[config.mk]
export PLATFORM = sky130hd
export DESIGN_NAME = im_loader_flat
export DESIGN_NICKNAME = d
export VERILOG_FILES = /design/src/rtl/im_loader_if.sv /design/src/rtl/im_loader.sv /design/src/flat_wrapper.sv
export SDC_FILE = /design/constraint.sdc
export NUM_CORES = 1
export LEC_CHECK = 0
export ABC_AREA = 1
export CAP_MARGIN = 0
export CORE_AREA = 2 2 79 81
export CTS_CLUSTER_DIAMETER = 150
export DETAILED_ROUTE_END_ITERATION = 10
export DIE_AREA = 0 0 81 83
export GPL_TIMING_DRIVEN = 0
export HOLD_SLACK_MARGIN = 0.06
export PLACE_DENSITY_LB_ADDON = 0.15
export SLEW_MARGIN = 20
export SYNTH_ARGS = -nofsm -noshare
export SYNTH_HDL_FRONTEND = slang
export SYNTH_SLANG_ARGS = --single-unit
[constraint.sdc]
create_clock -name clk -period 2.2 [get_ports clk]
set_input_delay 0.44 -clock clk [delete_from_list [all_inputs] [get_ports clk]]
set_output_delay 0.44 -clock clk [all_outputs]
set_load 0.01 [all_outputs]
[src/rtl/im_loader_if.sv]
`default_nettype none
// ============================================================================
// Module      : im_loader_if
// Description : Host-stream and instruction-memory bundle for im_loader.
// Revision    : 1.0 - initial release
// ============================================================================
interface im_loader_if;
    logic        start;
    logic        abort;
    logic        in_valid;
    logic [15:0] in_data;
    logic        in_ready;
    logic        memWrite;
    logic [31:0] pc;
    logic [31:0] dataIn;
    logic        busy;
    logic        done;
    logic [4:0]  count;

    // Host side: issues commands and streams halfwords.
    modport master (
        output start, abort, in_valid, in_data,
        input  in_ready, memWrite, pc, dataIn, busy, done, count
    );

    // Loader side.
    modport slave (
        input  start, abort, in_valid, in_data,
        output in_ready, memWrite, pc, dataIn, busy, done, count
    );
endinterface
`default_nettype wire

[src/rtl/im_loader.sv]
`default_nettype none
// ============================================================================
// Module      : im_loader
// Description : Packs a 16-bit halfword stream into 32-bit words and writes
//               NUM_WORDS of them into an instruction memory.
// Revision    : 1.0 - initial release
// ============================================================================
module im_loader #(
    parameter int NUM_WORDS = 16,
    parameter bit HI_FIRST  = 1'b1
) (
    input  logic         clk,
    input  logic         reset,
    im_loader_if.slave   bus
);

    localparam logic [3:0] C_LAST_IDX = 4'(NUM_WORDS - 1);

    typedef enum logic [2:0] {
        S_IDLE  = 3'd0,
        S_ACC_A = 3'd1,
        S_ACC_B = 3'd2,
        S_WRITE = 3'd3,
        S_DONE  = 3'd4
    } state_t;

    state_t      r_state;
    logic [3:0]  r_index;
    logic [4:0]  r_count;
    logic [15:0] r_first;
    logic        r_mem_write;
    logic [31:0] r_pc;
    logic [31:0] r_data_in;

    logic        w_in_ready;
    logic        w_xfer;
    logic [31:0] w_word;

    assign w_in_ready = (r_state == S_ACC_A) || (r_state == S_ACC_B);
    assign w_xfer     = bus.in_valid && w_in_ready;

    // Word assembly: the held halfword plus the one arriving now.
    if (HI_FIRST) begin : g_hi_first
        assign w_word = {r_first, bus.in_data};
    end else begin : g_lo_first
        assign w_word = {bus.in_data, r_first};
    end

    always_ff @(posedge clk) begin
        if (reset) begin
            r_state     <= S_IDLE;
            r_index     <= 4'd0;
            r_count     <= 5'd0;
            r_first     <= 16'd0;
            r_mem_write <= 1'b0;
            r_pc        <= 32'd0;
            r_data_in   <= 32'd0;
        end else begin
            r_mem_write <= 1'b0;
            // Abort drops any partial word; a pulse already on the bus this
            // cycle still completes, but that word is not counted.
            if (bus.abort) begin
                r_state <= S_IDLE;
            end else begin
                case (r_state)
                    S_IDLE, S_DONE: begin
                        if (bus.start) begin
                            r_state <= S_ACC_A;
                            r_index <= 4'd0;
                            r_count <= 5'd0;
                        end
                    end
                    S_ACC_A: begin
                        if (w_xfer) begin
                            r_first <= bus.in_data;
                            r_state <= S_ACC_B;
                        end
                    end
                    S_ACC_B: begin
                        if (w_xfer) begin
                            r_mem_write <= 1'b1;
                            r_pc        <= {27'd0, r_index, 1'b0};
                            r_data_in   <= w_word;
                            r_state     <= S_WRITE;
                        end
                    end
                    S_WRITE: begin
                        r_count <= r_count + 5'd1;
                        if (r_index == C_LAST_IDX) begin
                            r_state <= S_DONE;
                        end else begin
                            r_index <= r_index + 4'd1;
                            r_state <= S_ACC_A;
                        end
                    end
                    default: r_state <= S_IDLE;
                endcase
            end
        end
    end

    assign bus.in_ready = w_in_ready;
    assign bus.memWrite = r_mem_write;
    assign bus.pc       = r_pc;
    assign bus.dataIn   = r_data_in;
    assign bus.busy     = (r_state == S_ACC_A) || (r_state == S_ACC_B) ||
                          (r_state == S_WRITE);
    assign bus.done     = (r_state == S_DONE);
    assign bus.count    = r_count;

endmodule
`default_nettype wire

[src/flat_wrapper.sv]
// flat-port wrapper written by rule: the top's interface ports become plain ports
module im_loader_flat 
#(
    parameter int NUM_WORDS = 16,
    parameter bit HI_FIRST  = 1'b1
)
  (clk, reset, bus_start, bus_abort, bus_in_valid, bus_in_data, bus_in_ready, bus_memWrite, bus_pc, bus_dataIn, bus_busy, bus_done, bus_count);
  im_loader_if bus_i ();
  input  logic clk;
  input  logic reset;
  input wire logic [$bits(bus_i.start)-1:0] bus_start;
  input wire logic [$bits(bus_i.abort)-1:0] bus_abort;
  input wire logic [$bits(bus_i.in_valid)-1:0] bus_in_valid;
  input wire logic [$bits(bus_i.in_data)-1:0] bus_in_data;
  output wire logic [$bits(bus_i.in_ready)-1:0] bus_in_ready;
  output wire logic [$bits(bus_i.memWrite)-1:0] bus_memWrite;
  output wire logic [$bits(bus_i.pc)-1:0] bus_pc;
  output wire logic [$bits(bus_i.dataIn)-1:0] bus_dataIn;
  output wire logic [$bits(bus_i.busy)-1:0] bus_busy;
  output wire logic [$bits(bus_i.done)-1:0] bus_done;
  output wire logic [$bits(bus_i.count)-1:0] bus_count;
  assign bus_i.start = bus_start;
  assign bus_i.abort = bus_abort;
  assign bus_i.in_valid = bus_in_valid;
  assign bus_i.in_data = bus_in_data;
  assign bus_in_ready = bus_i.in_ready;
  assign bus_memWrite = bus_i.memWrite;
  assign bus_pc = bus_i.pc;
  assign bus_dataIn = bus_i.dataIn;
  assign bus_busy = bus_i.busy;
  assign bus_done = bus_i.done;
  assign bus_count = bus_i.count;
  im_loader #(.NUM_WORDS(NUM_WORDS), .HI_FIRST(HI_FIRST)) u_core (.clk(clk), .reset(reset), .bus(bus_i));
endmodule
==> impl_metrics.yaml <==
status:
  status: "completed"
cts:
  clock_sinks: 65
  clkLatencyLatePin_ps: 340
  clock_path_buffers: 2
  htreeDepth: 3
  cts_buffers: 9
  cts_tree: "built"
  cts_root_buffer: "clkbuf_8"
  holdBufCountCts: 0
  path_clk_slew_ps: 70
final_layout:
  final_common_cell: "nor2_1"
  drive_gt1_frac: 0.130
  final_cell_mix: "121 x nor2_1, 65 x clkdlybuf4s50_1, 65 x dfxtp_1, 54 x o21ai_0, 35 x buf_4"
  fin_nets: 495
  nFillCells: 555
  finish.utilization: 0.651
  area_growth_pct: 38.8
  seqCellArea_um2: 1300
  antenna_cells: 0
  multi_input_area_um2: 1180
worst_setup_path:
  critPathLaunchType: "flip-flop"
  r2r_start: "u_core.r_state[0]"
  r2r_cells: 8
  crit_arrival_ps: 1660
  path_max_fanout: 6
  cp-end-kind: "primary output"
  ff2ff_setup_slack_ps: 750
  worstPathRequired_ps: 1760
  path_class: "flip-flop to primary output"
  r2r_end: "u_core.r_index[1]"
grt:
  grt_max_degree: 12
  antenna_found_initial: 0
  grt_pass1_wl_mm: 11.1
  grtUsageTotal: 0.207
  grt_pass1_vias: 2434
  grt_remaining_overflow: 0
floorplan:
  fp.dieH_um: 83
  die-area_um2: 6720
  initial_core_util: 0.469
  io_pins: 94
  core.rowCount: 28
  die_w_um: 81
  fp.coreArea_um2: 5820
logic_synthesis:
  yosysWarnings: 0
  yosys_register_bits: 65
  syn-cell-area_um2: 2730
  synth.avg_cell_area_um2: 7.43
  syn-instance-count: 367
  yosysSeqAreaShare: 0.477
  yosys.cell_types.count: 26
timing:
  worst_clock_skew_ps: 5.53
  min_period_ps: 2100
  fmax_ghz: 0.475
  final_min_period_over_clock_period: 0.956
  maxSlewViolCount: 0
  setup_tns_ps: 0
  hold_viol_final: 0
  setup_viol: 0
  rsz0062_at_grt: "no"
routing:
  vias: 2550
  drtIter0Drc: 127
  routedWlPerCell_um: 11.7
  viasPerCell: 4.62
  drc: 0
  dr.pass1.iters: 4
  routed_wl_mm: 6.48
  ant_nets: 0
placed_design:
  hpwl_mm: 4.65
  io_buffers: 65
  gp_congestion: 0.791
min_path:
  hold_end: "u_core.r_first[13]"
  min-delay-start: "u_core.r_first[13]"
  whs_path_depth: 2
  hp-class: "flip-flop to flip-flop"
flow_run:
  cap_violations: 0
pwr:
  ir_drop_uv: 357
  p_per_area_nw_per_um2: 635
  p_leak_nw: 1.57
==> through the flow <==
stage | setup slack (ps) | hold slack, ps | power [mW] | area (um^2) | instances
global route | 26.9 | 506 | 2.51 | 3780 | 552
finish | 96.7 | 482 | 2.40 | 3780 | 552
detailed placement | 142 | 467 | 1.46 | 3570 | 534
floorplan | 907 | 450 | 1.38 | 2830 | 394
global placement | 138 | 458 | 1.46 | 3570 | 534
CTS | 33.5 | 483 | 2.41 | 3770 | 550
==> synthesized netlist by cell type <==
cell	count	area [um^2]
nor2_1	121	454
inv_1	15	56.3
conb_1	1	3.75
xor2_1	1	8.76
o21ai_1	1	5.00
nand3b_1	2	15.0
a21oi_1	4	20.0
nor2_2	3	18.8
ha_1	2	25.0
clkbuf_1	7	26.3
or2_2	1	6.26
dfxtp_1	65	1300
a21boi_0	1	7.51
nand4_2	1	12.5
inv_2	1	3.75
nand2_1	30	113
o21bai_1	1	7.51
nand4_1	3	18.8
inv_4	1	6.26
nand3_1	14	70.1
o21ai_0	54	270
clkinv_1	1	3.75
a21oi_2	1	8.76
buf_2	2	10.0
buf_4	33	248
nand2_2	1	6.26
==> metal layers <==
metal | share of wire | track usage | up-vias
met5 | 0 | 0 | -
met4 | 0.018 | 0.0847 | 0
met3 | 0.041 | 0.0380 | 12
met2 | 0.50 | 0.344 | 66
met1 | 0.44 | 0.261 | 1147
li1 | - | - | 1325
==> cell families (layout without fill, tap and decap cells) <==
logic type	Yosys count	count (layout)	synth area share
AO/OA/AOI/OAI	62	62	0.117
AND/OR/NAND/NOR	176	176	0.262
XOR/XNOR	1	1	0.00321
other	1	28	0.00138
buffers and inverters	60	143	0.130
flip-flops	65	65	0.477
adder cells (fa/ha/maj)	2	2	0.00918
==> repair_timing <==
action	in CTS	in global routing
setup endpoints to repair	1	1
resized for setup	1	0
pin swaps	0	1
cloned	0	0
setup buffers	0	2
==> registers in the layout, indices dropped and copies added (netlist names) <==
register and flops:
u_core.bus.dataIn 32, u_core.bus.pc 4, u_core.bus.memWrite 1, u_core.r_state 3
u_core.bus.count 5, u_core.r_first 16, u_core.r_index 4
==> final cells by class <==
| cell class | count | share of cell area |
|---|---|---|
| Tap cell | 75 | 0.0248 |
| Clock inverter | 4 | 0.00694 |
| Sequential cell | 65 | 0.344 |
| Clock buffer | 12 | 0.0437 |
| Buffer | 42 | 0.0751 |
| Timing Repair Buffer | 67 | 0.176 |
| Inverter | 18 | 0.0185 |
| Multi-Input combinational cell | 269 | 0.311 |
==> worst max path at each step <==
stage / startpoint / slack (ps) / endpoint
6_report: u_core.r_state[1] / 100 / bus_in_ready
5_1_grt: u_core.r_state[2] / 30 / bus_in_ready
4_1_cts: u_core.r_state[0] / 30 / bus_done
3_5_place_dp: bus_abort / 140 / u_core.bus.dataIn[19]
3_3_place_gp: bus_abort / 140 / u_core.bus.dataIn[21]
2_1_floorplan: bus_in_valid / 910 / u_core.bus.dataIn[10]
==> report_power, final <==
| part | internal [mW] | leakage [nW] | switching (mW) |
|---|---|---|---|
| Clock | 0.499 | 0.0984 | 0.459 |
| Combinational | 0.115 | 0.946 | 0.124 |
| Sequential | 1.19 | 0.525 | 0.0127 |
| Total | 1.81 | 1.57 | 0.597 |
==> worst max-delay path, cell delays in order, from the launching register on <==
cell and delay [ps]:
dfxtp_1 480, nand3_1 190, nand2_1 120, clkdlybuf4s50_1 530
Power figures use the tool's default switching activity.
